## config.mk

```make
export PLATFORM = sky130hd
export DESIGN_NAME = power_domain_sequencer
export DESIGN_NICKNAME = d
export VERILOG_FILES = /design/src/rtl/power_domain_sequencer.sv
export SDC_FILE = /design/constraint.sdc
export NUM_CORES = 1
export LEC_CHECK = 0
export ABC_CLOCK_PERIOD_IN_PS = 4000
export CORE_MARGIN = 2
export CORE_UTILIZATION = 50
export CTS_CLUSTER_DIAMETER = 50
export CTS_CLUSTER_SIZE = 10
export DETAILED_ROUTE_END_ITERATION = 8
export DONT_BUFFER_PORTS = 1
export PLACE_DENSITY = 0.74
export SYNTH_ARGS = -nofsm -noshare
export SYNTH_HDL_FRONTEND = slang
export SYNTH_SLANG_ARGS = --single-unit
```

## constraint.sdc

```tcl
create_clock -name clk_i -period 4 [get_ports clk_i]
set_input_delay 0.6 -clock clk_i [delete_from_list [all_inputs] [get_ports clk_i]]
set_output_delay 0.6 -clock clk_i [all_outputs]
set_load 0.005 [all_outputs]
```

## src/rtl/power_domain_sequencer.sv

```systemverilog
// Power-gating sequencer for one switchable domain: orders clock gating, isolation,
// domain reset and the power switch, handshaking with the (active-low) switch ack.
module power_domain_sequencer #(
  parameter int ISO_CYCLES  = 4,
  parameter int RST_CYCLES  = 8,
  parameter int ACK_TIMEOUT = 64,
  parameter int SYNC_STAGES = 2
) (
  input  logic       clk_i,
  input  logic       rst_i,
  input  logic       pwr_off_req_i,
  input  logic       pwr_on_req_i,
  input  logic       switch_ack_ni,
  output logic       switch_n_o,
  output logic       iso_en_o,
  output logic       domain_rst_o,
  output logic       clk_en_o,
  output logic       busy_o,
  output logic       timeout_o,
  output logic [3:0] state_o
);

  typedef enum logic [3:0] {
    ST_ON      = 4'd0,
    ST_OFF_CLK = 4'd1,
    ST_OFF_ISO = 4'd2,
    ST_OFF_RST = 4'd3,
    ST_OFF_SW  = 4'd4,
    ST_OFF     = 4'd5,
    ST_ON_SW   = 4'd6,
    ST_ON_RST  = 4'd7,
    ST_ON_ISO  = 4'd8,
    ST_ON_CLK  = 4'd9
  } state_t;

  localparam logic [7:0]  ISO_LOAD = 8'(ISO_CYCLES - 1);
  localparam logic [7:0]  RST_LOAD = 8'(RST_CYCLES - 1);
  localparam logic [15:0] TMO_LAST = 16'(ACK_TIMEOUT - 1);

  state_t                 state_q, state_d;
  logic [7:0]             cnt_q, cnt_d;
  logic [15:0]            timer_q, timer_d;
  logic                   sw_q, sw_d, iso_q, iso_d, rst_q, rst_d, clk_q, clk_d, to_q, to_d;
  logic [SYNC_STAGES-1:0] ack_sync;
  logic                   ack_s;

  always_ff @(posedge clk_i) begin
    if (rst_i) begin
      ack_sync <= '0;
    end else begin
      ack_sync[0] <= switch_ack_ni;
      for (int i = 1; i < SYNC_STAGES; i++) ack_sync[i] <= ack_sync[i-1];
    end
  end
  assign ack_s = ack_sync[SYNC_STAGES-1];

  always_ff @(posedge clk_i) begin
    if (rst_i) begin
      state_q <= ST_ON;
      cnt_q   <= '0;
      timer_q <= '0;
      sw_q    <= 1'b0;
      iso_q   <= 1'b0;
      rst_q   <= 1'b0;
      clk_q   <= 1'b1;
      to_q    <= 1'b0;
    end else begin
      state_q <= state_d;
      cnt_q   <= cnt_d;
      timer_q <= timer_d;
      sw_q    <= sw_d;
      iso_q   <= iso_d;
      rst_q   <= rst_d;
      clk_q   <= clk_d;
      to_q    <= to_d;
    end
  end

  always_comb begin
    state_d = state_q;
    cnt_d   = cnt_q;
    timer_d = timer_q;
    sw_d    = sw_q;
    iso_d   = iso_q;
    rst_d   = rst_q;
    clk_d   = clk_q;
    to_d    = to_q;
    unique case (state_q)
      ST_ON: if (pwr_off_req_i) begin
        state_d = ST_OFF_CLK;
        clk_d   = 1'b0;
        to_d    = 1'b0;
      end
      ST_OFF_CLK: begin
        state_d = ST_OFF_ISO;
        iso_d   = 1'b1;
        cnt_d   = ISO_LOAD;
      end
      ST_OFF_ISO: if (cnt_q == '0) begin
        state_d = ST_OFF_RST;
        rst_d   = 1'b1;
      end else begin
        cnt_d = cnt_q - 8'd1;
      end
      ST_OFF_RST: begin
        state_d = ST_OFF_SW;
        sw_d    = 1'b1;
        timer_d = '0;
      end
      // Keep waiting past a timeout; only the flag records it
      ST_OFF_SW: if (ack_s) begin
        state_d = ST_OFF;
      end else begin
        if (timer_q == TMO_LAST) to_d = 1'b1;
        if (timer_q != 16'hFFFF) timer_d = timer_q + 16'd1;
      end
      ST_OFF: if (pwr_on_req_i) begin
        state_d = ST_ON_SW;
        sw_d    = 1'b0;
        timer_d = '0;
        to_d    = 1'b0;
      end
      ST_ON_SW: if (!ack_s) begin
        state_d = ST_ON_RST;
        cnt_d   = RST_LOAD;
      end else begin
        if (timer_q == TMO_LAST) to_d = 1'b1;
        if (timer_q != 16'hFFFF) timer_d = timer_q + 16'd1;
      end
      ST_ON_RST: if (cnt_q == '0) begin
        state_d = ST_ON_ISO;
        rst_d   = 1'b0;
      end else begin
        cnt_d = cnt_q - 8'd1;
      end
      ST_ON_ISO: begin
        state_d = ST_ON_CLK;
        iso_d   = 1'b0;
      end
      ST_ON_CLK: begin
        state_d = ST_ON;
        clk_d   = 1'b1;
      end
      default: state_d = ST_ON;
    endcase
  end

  assign switch_n_o   = sw_q;
  assign iso_en_o     = iso_q;
  assign domain_rst_o = rst_q;
  assign clk_en_o     = clk_q;
  assign timeout_o    = to_q;
  assign state_o      = state_q;
  assign busy_o       = (state_q != ST_ON) && (state_q != ST_OFF);

endmodule

```

* After elaboration in Yosys (flattened, before gate mapping)
Cells that the tools add are included.
** Storage, ports and cells
- Memory bits (read-only) :: 0
- Input bits :: 5
- Flip-flop bits (word level) :: 35
- RAM bits :: 0
- Memories :: 0
- Bits in latches :: 0
** Operators by class
- Div/mod/pow operators :: 0
- Multipliers :: 0
- Bitwise gates (word level) :: 0
- Shift operators :: 0
- Reduce and logical (&&, ||, !) cells :: 19
- Multiplexer cells :: 27
- Order comparisons :: 0
- Equality and inequality tests :: 21
- Add/sub/neg operators :: 2
** Operators by type and width (number)
- two-way mux 16 bit :: 4
- case mux 16 bit (4 select lines) :: 1
- case mux 4 bit (9 select lines) :: 1
- two-way mux 4 bit :: 6
- case mux 8 bit (3 select lines) :: 1
- != test 2 bit, second input constant :: 9
- adder 16 x 1 -> 16 bit, second input constant :: 1
- == test 16 x 6 -> 1 bit, second input constant :: 1
- == test 4 x 3 -> 1 bit, second input constant :: 4
- two-way mux 8 bit :: 2
- != test 16 bit, second input constant :: 1
- nonzero test 4 bit :: 3
- == test 4 x 2 -> 1 bit, second input constant :: 2
- == test 4 bit, second input constant :: 2
- zero test 8 bit :: 1
- case mux 1 bit (2 select lines) :: 4
- nonzero test 2 bit :: 4
- subtractor 8 x 1 -> 8 bit, second input constant :: 1
- two-way mux 1 bit :: 7
- AND reduction 3 bit :: 2
- AND reduction 6 bit :: 1
- AND reduction 5 bit :: 1
- == test 4 x 1 -> 1 bit, second input constant :: 1
- zero test 4 bit :: 1
- 7 further kinds :: 8

* Longest topological paths before layout
- Word-level depth :: 4
- Depth in mapped cells :: 7

* Worst setup path before layout
OpenSTA, ideal clock, no wires.
- Path kind :: register to register
- From :: register cnt_q[3]
- To :: register state_q[0], in the netlist state_o[0]
- Arrival time :: 2125 ps
- Cell stages (with the launch flop) :: 7
- Setup slack :: 1804 ps
- Path buffers :: 1
- Required time :: 3930 ps
- Cells stage by stage :: dfxtp_1 > or4_4 > or4b_4 > and2_1 > buf_6 > or3_1 > a21oi_1
** On the way
- Cells in the longest elaborated chain, start to end :: 3
- Elaborated cells on any way between the ends :: 4
- Classes of those cells :: 2 x eq/ne; 2 x reduce/logical
** Ends and longest elaborated chain
- from (decl) :: line 41 : logic [7:0] cnt_q, cnt_d;
- from (signal assigned) :: line 69 : cnt_q <= cnt_d;
- zero test 8 bit (*) :: line 99, 130
- != test 2 bit (no line)
- AND reduction 6 bit (no line) (*)
- to (signal assigned) :: line 68 : state_q <= state_d;
- to (decl) :: line 40 : state_t state_q, state_d;
Every way passes the cells marked *; elsewhere a longest branch is shown, timed or not.
A chain may end at the register's enable or synchronous reset.

* Final worst setup path
- From :: register state_q[2], in the netlist state_o[2]
- To :: register timer_q[11]
** On the way
- Cells in the longest elaborated chain, start to end :: 3
- Elaborated cells on any way between the ends :: 10
- Classes of those cells :: 7 x eq/ne; 1 x mux; 2 x reduce/logical
** Ends and longest elaborated chain
- == test 4 x 3 -> 1 bit / == test 4 x 2 -> 1 bit (equally long branches) :: line 88 : unique case (state_q)
- nonzero test 4 bit (no line) / != test 2 bit (equally long branches)
- AND reduction 4 bit (no line)
- to (signal assigned) :: line 70 : timer_q <= timer_d;
- to (decl) :: line 42 : logic [15:0] timer_q, timer_d;
Several ways; a longest one is shown, not always the timed one.

==> results.rst <==
.. list-table::
   :header-rows: 1

   * - Metric
     - Value
   * - Worst-Margin Slew
     - 0.689 ns
   * - Number of antenna violations at the first check in global routing
     - 0
   * - Horizontal die dimension
     - 68.4 um
   * - Final count of negative-setup-slack endpoints
     - 0
   * - Vias
     - 1916
   * - Synth-to-layout area growth
     - 5.44%
   * - Compound-cell area share of the yosys netlist
     - 20.0%
   * - Hold buffers post-CTS
     - 0
   * - Clock transition at the registers of the reported paths
     - 0.07 ns
   * - Setup fix buffers added after clock tree synthesis
     - 0
   * - Overall track demand over capacity in global routing
     - 20.0%
   * - Number of synthesized flops with an enable pin
     - 0
   * - Rel. slew slack
     - 53.9%
   * - Placement Rows
     - 23
   * - Half-perimeter wire length after placement
     - 2.90 mm
   * - Synthesis Warnings
     - 0
   * - Most common flop cell mapped by yosys
     - dfxtp_1
   * - Post-synthesis area per instance
     - 7.51 um2
   * - Number of H-tree levels
     - 2
   * - DR vias/cell
     - 6.04
   * - Floorplan die area
     - 0.00468 mm2
   * - Count of routing violations after the opening detailed-route iteration
     - 181
   * - Final min period
     - 2.60 ns
   * - Die Ht
     - 68.4 um
   * - GR Overflow Total
     - 0
   * - List of most frequent post-synthesis cells
     - 35 x dfxtp_1, 26 x nor2_1, 25 x nand2_1, 21 x a21oi_1, 19 x o21ai_0
   * - Data arrival at the endpoint of the critical path
     - 2.78 ns
   * - Critical Path Sink Type
     - flip-flop
   * - Net count of the finished layout
     - 274
   * - Deepest clock path buffer count
     - 2
   * - Worst clock skew on the final layout
     - 0.00927 ns
   * - Worst-case vdd ir drop
     - 273 uV
   * - Top-level I/O count
     - 15
   * - Sequential cell area fraction in the yosys report
     - 33.8%
   * - Synth top area cells
     - dfxtp_1 34%, a21oi_1 5.1%, nor2_1 4.7%
   * - Seq cells post-synth
     - 35
   * - Final-report max-slew violation count
     - 0
   * - Total leakage power
     - 0.679 nW
   * - Largest net degree at the start of global routing
     - 51
   * - Routed length per placed instance
     - 13.8 um
   * - Syn_nets
     - 284
   * - Routability congestion estimate
     - 0.875
   * - Number of gates resized after cts
     - 0
   * - Fraction of post-synthesis cell area in the top cell type by area
     - 33.8%
   * - Mux contribution to synthesized area
     - 1.51%
   * - Critical path startpoint category
     - flip-flop
   * - Number of search-and-repair iterations in the first detailed-routing pass
     - 4
   * - Top-count cell post-synth
     - dfxtp_1
   * - Cell area after technology mapping
     - 0.00207 mm2
   * - Antenna Violating Nets Remaining
     - 0
   * - Maximum operating frequency
     - 385 MHz
   * - Synth unique cells
     - 53
   * - Async SR Flop Fraction
     - 0%
   * - Latest clock arrival within the worst-skew pair
     - 0.29 ns
   * - Post-synthesis cell count
     - 276
   * - CTS root buf
     - clkbuf_8
   * - Vias in the first global route
     - 1648
   * - Fraction of the mapped netlist area in adder cells
     - 1.81%
   * - Worst Path Required
     - 4.18 ns
   * - DRC violation count after routing
     - 0
   * - Fraction of synthesized cell area in xor and xnor cells
     - 0.845%
   * - I/O Buffers
     - 0
   * - Power density cells
     - 608 mW/mm2
   * - Count of filler cells inserted in the layout
     - 387
   * - Setup CP Type
     - reg -> reg
   * - Largest area contributor in the synthesized netlist
     - dfxtp_1
   * - CTS tree
     - done
   * - Count of maximum capacitance violations
     - 0
   * - Combinational family with the most area after synthesis
     - simple AND/OR/NAND/NOR gates
   * - Initial Utilization
     - 51.8%
   * - Num CTS Buffers
     - 5
   * - Smallest hold slack
     - 0.384 ns
   * - Final Routed Wirelength
     - 4.39 mm
   * - Post-route setup TNS
     - 0 ns
   * - Crit-path max FO
     - 22
   * - Hold crit path type
     - in -> reg
   * - Number of sinks handled by clock tree synthesis
     - 35
   * - Share of post-route cells with drive strength above 1
     - 5.62%
   * - Outcome
     - finished, final reports clean
   * - Final Cycle Share
     - 64.9%
   * - Unrepaired setup endpoints after global routing
     - false
   * - Basic-gate share of the synthesized area counting and, or, nand and nor cells
     - 36.0%
   * - Number of antenna repair diodes
     - 0
   * - Area inside the core boundary
     - 0.00400 mm2
   * - First-pass GRT wire length
     - 7.11 mm
   * - Number of hold violations in the final report
     - 0
==> critical path, cell delays in order, from the launching register on <==
cell	delay, ns
dfxtp_1	0.77
nor3b_1	0.65
nand2_1	0.26
nor2_1	0.55
nand3_1	0.12
o311ai_0	0.13
==> cell type report <==
class / count / area [um2] / share of cell area [%]
Multi-Input combinational cell: 213 / 1250 / 57.1
Sequential cell: 35 / 701 / 32.1
Clock buffer: 6 / 72.6 / 3.32
Tap cell: 50 / 62.6 / 2.86
Clock inverter: 2 / 60.1 / 2.75
Inverter: 11 / 41.3 / 1.89
==> registers in the layout, summed over array words and instances (netlist names) <==
name	count
timer_q	16
cnt_q	8
state_o	4
ack_sync	2
clk_en_o	1
domain_rst_o	1
iso_en_o	1
switch_n_o	1
timeout_o	1
==> where the power goes <==
part / internal (mW) / switching (mW)
clock network: 0.249 / 0.129
logic: 0.211 / 0.245
registers: 0.404 / 0.0899
==> cell families (layout without fill, tap and decap cells) <==
group / after synthesis / count (layout)
AO/OA/AOI/OAI: 68 / 68
flip-flops: 35 / 35
adder cells (fa/ha/maj): 3 / 3
multiplexers: 3 / 3
buffers and inverters: 28 / 19
XOR/XNOR: 2 / 2
AND/OR/NAND/NOR: 137 / 137
==> per-stage QoR <==
step           util, %  cells  setup WS, ns  instance area, um2  power, mW
6_report          54.6    317          1.40                2180       1.33
5_1_grt           54.6    317          1.04                2180       1.42
4_1_cts           54.6    317          1.36                2180       1.33
3_5_place_dp      51.3    309          1.39                2050      0.954
3_3_place_gp      51.3    309          1.49                2050      0.942
2_1_floorplan        -    276          1.80                2070      0.895
==> layer usage <==
| layer | part of all wire, % | track usage (%) | vias to the layer above | wire [um] |
|---|---|---|---|---|
| met5 | 0 | 0 | - | 0 |
| met4 | 1.8 | 8.00 | 0 | 81 |
| met3 | 4.1 | 6.74 | 8 | 179 |
| met2 | 45 | 32.9 | 33 | 1970 |
| met1 | 49 | 23.9 | 883 | 2160 |
| li1 | - | - | 992 | - |
==> cell usage in the layout, fill, tap and decap left out, types with 4 or more instances in the layout <==
cell / count
a21oi_1: 21
clkbuf_8: 5
or4_1: 5
nor4_1: 4
nor2b_1: 7
nor3_1: 18
or3_1: 8
inv_1: 11
nand4_1: 4
nand2_1: 25
o21ai_0: 19
nor3b_1: 4
nand3_1: 9
dfxtp_1: 35
nor2_1: 26
a31oi_1: 8
nand2b_1: 9
==> path summary, 6_finish.rpt <==
path,to,cells after the start,start,slack [ns]
max,timer_q[11],5,state_o[2],1.40
min,iso_en_o,1,rst_i,0.38
max reg2reg,timer_q[11],5,state_o[2],1.40
min reg2reg,ack_sync[1],1,ack_sync[0],0.43
Power figures use the tool's default switching activity.
